$ cat src/rtl/matrix_coef_sequencer.sv
`default_nettype none
// ============================================================================
// Module   : matrix_coef_sequencer
// Function : Shadow/stage coefficient bank that bursts into the 3x3 matrix
//            core write port, shared with a single-write adaptation requester.
// Revision : 1.0 - initial release
// ============================================================================
module matrix_coef_sequencer #(
    parameter int          N_COEF      = 8,
    parameter logic [19:0] ADDR_BASE   = 20'h0,
    parameter logic [19:0] ADDR_STRIDE = 20'd4,
    parameter logic [19:0] REG_BASE    = 20'h0
) (
    input  logic        system1000,
    input  logic        system1000_rst,
    input  logic [19:0] sys_addr,
    input  logic [31:0] sys_wdata,
    input  logic        sys_wen,
    input  logic        sys_ren,
    output logic [31:0] sys_rdata,
    output logic        sys_ack,
    input  logic        adp_valid,
    input  logic [19:0] adp_addr,
    input  logic [31:0] adp_data,
    output logic        adp_ready,
    input  logic        core_hold,
    output logic [52:0] coef_wr,
    output logic        burst_done
);
    localparam logic [2:0] c_LAST_IDX   = 3'(N_COEF - 1);
    localparam logic [5:0] c_OFS_CTRL   = 6'h20;
    localparam logic [5:0] c_OFS_STATUS = 6'h24;

    typedef enum logic [0:0] {
        ST_IDLE  = 1'b0,
        ST_BURST = 1'b1
    } state_t;

    state_t      r_state, w_state_nxt;
    logic [2:0]  r_idx, w_idx_nxt;
    logic        r_pending, w_pending_nxt;
    logic        w_load_stage;
    logic [52:0] r_coef_wr, w_coef_wr_nxt;
    logic        r_burst_done, w_burst_done_nxt;
    logic [31:0] r_shadow [N_COEF];
    logic [31:0] r_stage  [N_COEF];
    logic        r_sys_ack;
    logic [31:0] r_sys_rdata, w_rdata;
    logic        w_sel, w_wr, w_rd, w_commit, w_shadow_hit, w_adp_ready;
    logic [19:0] w_word_addr;
    logic [31:0] w_status;

    always_comb begin
        w_sel        = (sys_addr[19:6] == REG_BASE[19:6]);
        w_wr         = w_sel & sys_wen;
        w_rd         = w_sel & sys_ren;
        w_shadow_hit = ~sys_addr[5] & (sys_addr[1:0] == 2'b00);
        w_commit     = w_wr & (sys_addr[5:0] == c_OFS_CTRL) & sys_wdata[0];
        // Gated by reset so every output reads 0 while reset is held.
        w_adp_ready  = (r_state == ST_IDLE) & ~r_pending & ~core_hold & ~system1000_rst;
        w_word_addr  = ADDR_BASE + 20'(r_idx) * ADDR_STRIDE;
        w_status     = {25'd0, r_idx, 2'b00, r_pending, r_state == ST_BURST};
        w_rdata      = '0;
        if (w_shadow_hit)
            w_rdata = r_shadow[sys_addr[4:2]];
        else if (sys_addr[5:0] == c_OFS_STATUS)
            w_rdata = w_status;
    end

    always_comb begin
        w_state_nxt      = r_state;
        w_idx_nxt        = r_idx;
        w_pending_nxt    = r_pending;
        w_load_stage     = 1'b0;
        w_coef_wr_nxt    = '0;
        w_burst_done_nxt = 1'b0;
        case (r_state)
            ST_IDLE: begin
                if (w_adp_ready && adp_valid)
                    w_coef_wr_nxt = {1'b1, adp_addr, adp_data};
                if (w_commit || r_pending) begin
                    w_load_stage  = 1'b1;
                    w_idx_nxt     = '0;
                    w_pending_nxt = 1'b0;
                    w_state_nxt   = ST_BURST;
                end
            end
            ST_BURST: begin
                if (w_commit)
                    w_pending_nxt = 1'b1;
                if (!core_hold) begin
                    w_coef_wr_nxt = {1'b1, w_word_addr, r_stage[r_idx]};
                    if (r_idx == c_LAST_IDX) begin
                        w_burst_done_nxt = 1'b1;
                        w_idx_nxt        = '0;
                        // A pending commit restarts back-to-back; a commit landing
                        // on this same edge is absorbed into that restart.
                        if (r_pending) begin
                            w_load_stage  = 1'b1;
                            w_pending_nxt = 1'b0;
                        end else begin
                            w_state_nxt = ST_IDLE;
                        end
                    end else begin
                        w_idx_nxt = r_idx + 3'd1;
                    end
                end
            end
            default: w_state_nxt = ST_IDLE;
        endcase
    end

    always_ff @(posedge system1000) begin
        if (system1000_rst) begin
            r_state      <= ST_IDLE;
            r_idx        <= '0;
            r_pending    <= 1'b0;
            r_coef_wr    <= '0;
            r_burst_done <= 1'b0;
        end else begin
            r_state      <= w_state_nxt;
            r_idx        <= w_idx_nxt;
            r_pending    <= w_pending_nxt;
            r_coef_wr    <= w_coef_wr_nxt;
            r_burst_done <= w_burst_done_nxt;
        end
    end

    always_ff @(posedge system1000) begin
        if (system1000_rst) begin
            for (int i = 0; i < N_COEF; i++) begin
                r_shadow[i] <= '0;
                r_stage[i]  <= '0;
            end
            r_sys_ack   <= 1'b0;
            r_sys_rdata <= '0;
        end else begin
            if (w_load_stage)
                r_stage <= r_shadow;
            if (w_wr && w_shadow_hit)
                r_shadow[sys_addr[4:2]] <= sys_wdata;
            r_sys_ack   <= w_wr | w_rd;
            r_sys_rdata <= w_rd ? w_rdata : '0;
        end
    end

    assign adp_ready  = w_adp_ready;
    assign coef_wr    = r_coef_wr;
    assign burst_done = r_burst_done;
    assign sys_ack    = r_sys_ack;
    assign sys_rdata  = r_sys_rdata;

endmodule
`default_nettype wire

$ cat config.mk
export PLATFORM = sky130hd
export DESIGN_NAME = matrix_coef_sequencer
export DESIGN_NICKNAME = d
export VERILOG_FILES = /design/src/rtl/matrix_coef_sequencer.sv
export SDC_FILE = /design/constraint.sdc
export NUM_CORES = 1
export LEC_CHECK = 0
export CAP_MARGIN = 10
export CORE_ASPECT_RATIO = 1.75
export CORE_MARGIN = 5
export CORE_UTILIZATION = 55
export CTS_BUF_LIST = sky130_fd_sc_hd__clkbuf_16
export DETAILED_ROUTE_END_ITERATION = 10
export PLACE_DENSITY = 0.86
export SLEW_MARGIN = 20
export SYNTH_ARGS = -nofsm -noshare
export SYNTH_HDL_FRONTEND = slang
export SYNTH_SLANG_ARGS = --single-unit
$ cat constraint.sdc
create_clock -name system1000 -period 2.9 [get_ports system1000]
set_input_delay 0.58 -clock system1000 [delete_from_list [all_inputs] [get_ports system1000]]
set_output_delay 0.58 -clock system1000 [all_outputs]
set_load 0.05 [all_outputs]
==> impl_metrics.ini, run 1 <==
[placement]
hpwl_um = 50800
portBuffers = 197
gp_congestion = 0.875

[min_path]
hold_start = system1000_rst
hold_class = input port to register
hold_depth = 2
holdPathEnd = r_state$_SDFF_PP0_

[clock_tree]
clockBufferDepth = 3
cts_buffers = 52
cts-root-buf = clkbuf_16
cts_hold_buf = 0
cts_max_level = 2
cts_sinks = 604
cts_setup_buffers = 0
cts_resized = 0
cts_tree = done
insertion_delay_ns = 0.59
cts.clk_slew.worst_paths_ns = 0.07

[setup_path]
reg2reg_slack_ns = 0.49
path_max_fanout = 150
cp.required_ns = 3.31
crit_type = input port to register
worstReg2RegStart = r_idx[1]$_SDFFE_PP0P_
timing.rr.end = r_stage[39]$_SDFFE_PP0P_
critPathLaunchType = input port
r2r_cells = 8
critPathCaptureType = register
cp.arrival_ns = 2.90
critical_path.startpoint = sys_addr[1]

[routing]
num_vias = 23100
vias_per_cell = 6.30
ant_nets = 0
drt_first_pass_iters = 6
route.detailed.drc = 0
initialDrtViolationCount = 2740
wirelength_um = 81800
drt-wirelength-per-cell_um = 22.3

[power_and_ir_drop]
vdd_ir_drop_max_mv = 0.390
powerDensity_nw_per_um2 = 499
p_leak_nw = 11.8

[global_route]
grt_usage = 0.282
antenna_found_initial = 4
grt_pass1_wl_um = 127000
met2_usage = 0.493
first_global_vias = 23200
grtUsageMet1 = 0.317
grtUsageMet3 = 0.0442
grt_max_degree = 318
overflow = 0
top_usage_layer = met2

[timing]
fin_tns_setup_ns = 0
fmax_mhz = 402
hold_viol_final = 0
finalSetupViolations = 0
drv_slew = 0
skew_ns = 0.0159
post-route-period-util = 0.857
worst_slew_pin_slew_ns = 1.09
rsz0062_at_grt = no
slew_headroom = 0.274
post-route-min-period_ns = 2.49

[synth]
synth_cell_type_count = 42
synthTopCellsByArea = dfxtp_1 43%, mux2i_1 12%, nand2b_1 12%, mux4_2 7.8%, a21oi_1 5.8%
synthesis.nets = 3035
avgSynthCellArea_um2 = 9.52
synthCells = 2923
yosys_warnings = 0
post-synth-top-area-cell = dfxtp_1
yosysTopAreaCellShare = 0.435
synth-seq-area-share = 0.435
synth-seq-cells = 604
synthesis.area_um2 = 27800

[final_layout]
drive_above_1_share = 0.108
final_cell_mix = 602 x dfxtp_1, 515 x nand2b_1, 347 x mux2i_1
final_util = 0.641
area_delta_synth_final_pct = 15.9
nets = 3067
layout_commonest_cell = dfxtp_1

[floorplanning]
die_x_um = 180
io_pins = 198
coreArea_um2 = 50300
die-area_um2 = 55400
rows = 109
start_util = 0.553
fp.dieH_um = 308

[status]
status = complete, no violations

[run]
maxCapViolCount = 0
registers in the layout, indices dropped and copies added (netlist names):
register and count:
burst_done 1, coef_wr 53, r_pending 1, r_idx 3, r_stage 256, r_state 1, sys_ack 1, sys_rdata 32
r_shadow 256
through the flow:
step	power (mW)	cell area, um^2	setup WS [ns]	instances	hold WS, ns
after floorplan	8.96	27800	0.537	2923	0.449
after global placement	9.24	30500	0.0374	3566	0.457
after detailed placement	9.25	30500	-0.00839	3566	0.465
after CTS	16.2	32200	0.466	3659	0.345
after global routing	16.5	32200	0.376	3662	0.373
final	16.1	32200	0.413	3662	0.361
worst max path at each step:
stage	end	slack [ns]	depth (start not counted)
after floorplan	adp_ready	0.54	3
after global placement	r_shadow[50]$_SDFFE_PP0P_	0.04	6
after detailed placement	r_shadow[111]$_SDFFE_PP0P_	-0.008	6
after CTS	adp_ready	0.47	3
after global routing	adp_ready	0.38	3
final	r_shadow[239]$_SDFFE_PP0P_	0.41	7
cell families after synthesis:
family	count (synthesis)	synth area share
AND/OR/NAND/NOR	920	0.193
AO/OA/AOI/OAI	629	0.117
flip-flops	604	0.435
multiplexers	448	0.205
buffers and inverters	320	0.0505
adder cells (fa/ha/maj)	2	0.000899
layout make-up:
class | count | area (um^2)
well taps | 666 | 833
multi-input cells | 1999 | 14400
flip-flops and latches | 604 | 12100
clock inverters | 40 | 354
clock buffers | 53 | 1330
diodes | 2 | 5.00
repair buffers | 298 | 3250
fillers | 3715 | 18100
synthesized netlist by cell type (all sizes together):
cell and instances:
o21ai 260, ha 2, o211ai 1, nand4bb 1, and3 21, nor3b 3, mux4 96, nand3 262
and2 3, buf 117, mux2 5, a21boi 2, nor2 40, nand2 40, dfxtp 604, a2bb2oi 1
or2 2, nor3 6, nand2b 515, nor2b 4, nand4 4, o31ai 1, and4 2, or4b 1
o22ai 32, nor4 8, and3b 1, clkbuf 203, a22oi 7, a21oi 325, or4 5, mux2i 347
or3b 2
layer usage:
layer | part of all wire | vias up
li1 | - | 10300
met1 | 0.35 | 11000
met2 | 0.50 | 1312
met3 | 0.079 | 410
met4 | 0.072 | 0
met5 | 0 | -
critical path, stage by stage:
cell,delay (ns)
clkdlybuf4s50_1,0.43
nor3_1,0.44
nand3_4,0.14
buf_12,0.23
buf_16,0.28
o21ai_0,0.38
a21oi_1,0.13
report_power, final:
group	internal [mW]	switching (mW)	total, mW
combinational	0.354	0.413	0.767
clock	3.86	3.17	7.03
sequential	8.30	0.00405	8.31
total	12.5	3.59	16.1
Power figures use the tool's default switching activity.
==> inputs of run 2 (changes only) <==
CORE_ASPECT_RATIO = 0.75   (was 1.75)
REMOVE_ABC_BUFFERS = 1   (was default)
SETUP_SLACK_MARGIN = 0.3   (was default)
==> impl_metrics.ini, run 2 (synthesis results as in run 1) <==
[routing]
route.detailed.drc = 0
highest_layer = met5
initialDrtViolationCount = 2858
routed-wl-met3_um = 9270
drt_first_pass_iters = 6
vias_per_cell = 6.31
wirelength_um = 82400
drt-met1-wl_um = 32600
num_vias = 23200
wl_met2_um = 37500
ant_nets = 0
drt-wirelength-per-cell_um = 22.4

[global_route]
grt_usage = 0.289
first_global_vias = 23300
grt_pass1_wl_um = 129000
overflow = 0
antenna_found_initial = 3
grt_max_degree = 243

[final_layout]
layout_commonest_cell = dfxtp_1
final_cell_mix = 602 x dfxtp_1, 515 x nand2b_1, 347 x mux2i_1
nets = 3089
final_cells = 3683
area_delta_synth_final_pct = 17.4
design_area_um2 = 32700
drive_above_1_share = 0.118

[timing]
rsz0062_at_grt = no
fmax_mhz = 402
skew_ns = 0.0291
worst_slew_pin_slew_ns = 0.867
fin_tns_setup_ns = 0
finalSetupViolations = 0
drv_slew = 0
post-route-min-period_ns = 2.49
hold_viol_final = 0
slew_headroom = 0.422
post-route-period-util = 0.857

[power_and_ir_drop]
vdd_ir_drop_max_mv = 0.583
powerDensity_nw_per_um2 = 525
p_leak_nw = 12.0

[clock_tree]
cts-root-buf = clkbuf_16
cts_max_level = 2
clockBufferDepth = 3
cts_buffers = 57
cts_resized = 0
cts.clk_slew.worst_paths_ns = 0.06
cts_tree = done
insertion_delay_ns = 0.64
cts_sinks = 604

[setup_path]
cp_top_family = buffers and inverters
worstReg2RegStart = r_idx[0]$_SDFFE_PP0P_
cp.depth = 5
critPathLaunchType = input port
crit_slowest_cell = clkdlybuf4s50_1
crit_type = input port to output pin
critical_path.startpoint = core_hold
cp_common_cell = buf_4
cp.required_ns = 2.32
r2r_cells = 4
slowest_delay_ns = 0.48
critPathCaptureType = output pin
path_max_fanout = 13
crit_buf_inv = 4
cp.arrival_ns = 1.91
cp_cell_sequence = clkdlybuf4s50_1, buf_4, nor4_2, buf_4, buf_12

[floorplanning]
coreArea_um2 = 50100
rows = 71
start_util = 0.555
die_x_um = 270
fp.dieH_um = 205
die-area_um2 = 55200
io_pins = 198

[min_path]
hold_start = system1000_rst
hold_class = input port to register
hold_depth = 2

[placement]
placedInstanceArea_um2 = 30600
dp.cells = 3567
gp_congestion = 0.871
hpwl_um = 50800
portBuffers = 197

[status]
status = complete, no violations

[run]
maxCapViolCount = 0
==> run 2: cell count changes in the layout (fill, tap and decap cells not counted), sizes merged <==
cell and change:
clkbuf +4, buf +17, bufinv +6, diode -1, clkinv -3, inv +9
clkinvlp -2
==> run 2: repair_timing <==
item	CTS	global route
endpoints found under the setup margin	0	108
buffers inserted	0	8
hold buffers	0	0
==> run 2: where the power goes <==
part / internal (mW) / switching [mW]
Combinational: 0.356 / 0.420
Clock: 4.67 / 3.39
Sequential: 8.31 / 0.00411
==> run 2: cell type report <==
type,instances,area [um^2]
Fill cell,3735,17400
Antenna cell,1,2.50
Clock buffer,57,1430
Clock inverter,50,572
Tap cell,657,822
Multi-Input combinational cell,1999,14400
Sequential cell,604,12100
Timing Repair Buffer,315,3340
==> run 2: final timing paths <==
kind	to	slack, ns
setup / recovery	adp_ready	0.41
hold / removal	coef_wr[2]$_SDFF_PP0_	0.30
setup reg to reg	coef_wr[11]$_SDFF_PP0_	0.44
hold reg to reg	r_stage[21]$_SDFFE_PP0P_	0.48
==> run 2: routing by layer <==
layer,global-route usage,up-vias
met4,0.118,4
met1,0.379,11200
met2,0.458,1368
met3,0.0758,260
met5,0,-
li1,-,10400
==> run 2: metrics by stage <==
stage / utilization / worst slack, ns / total power [mW] / hold slack, ns
final: 0.652 / 0.415 / 17.1 / 0.304
after global routing: 0.652 / 0.329 / 17.6 / 0.308
after CTS: 0.650 / 0.348 / 17.2 / 0.284
after detailed placement: 0.611 / -0.0568 / 9.26 / 0.465
after global placement: 0.610 / -0.182 / 9.25 / 0.457
after floorplan: - / -20.11 / 8.74 / 0.443
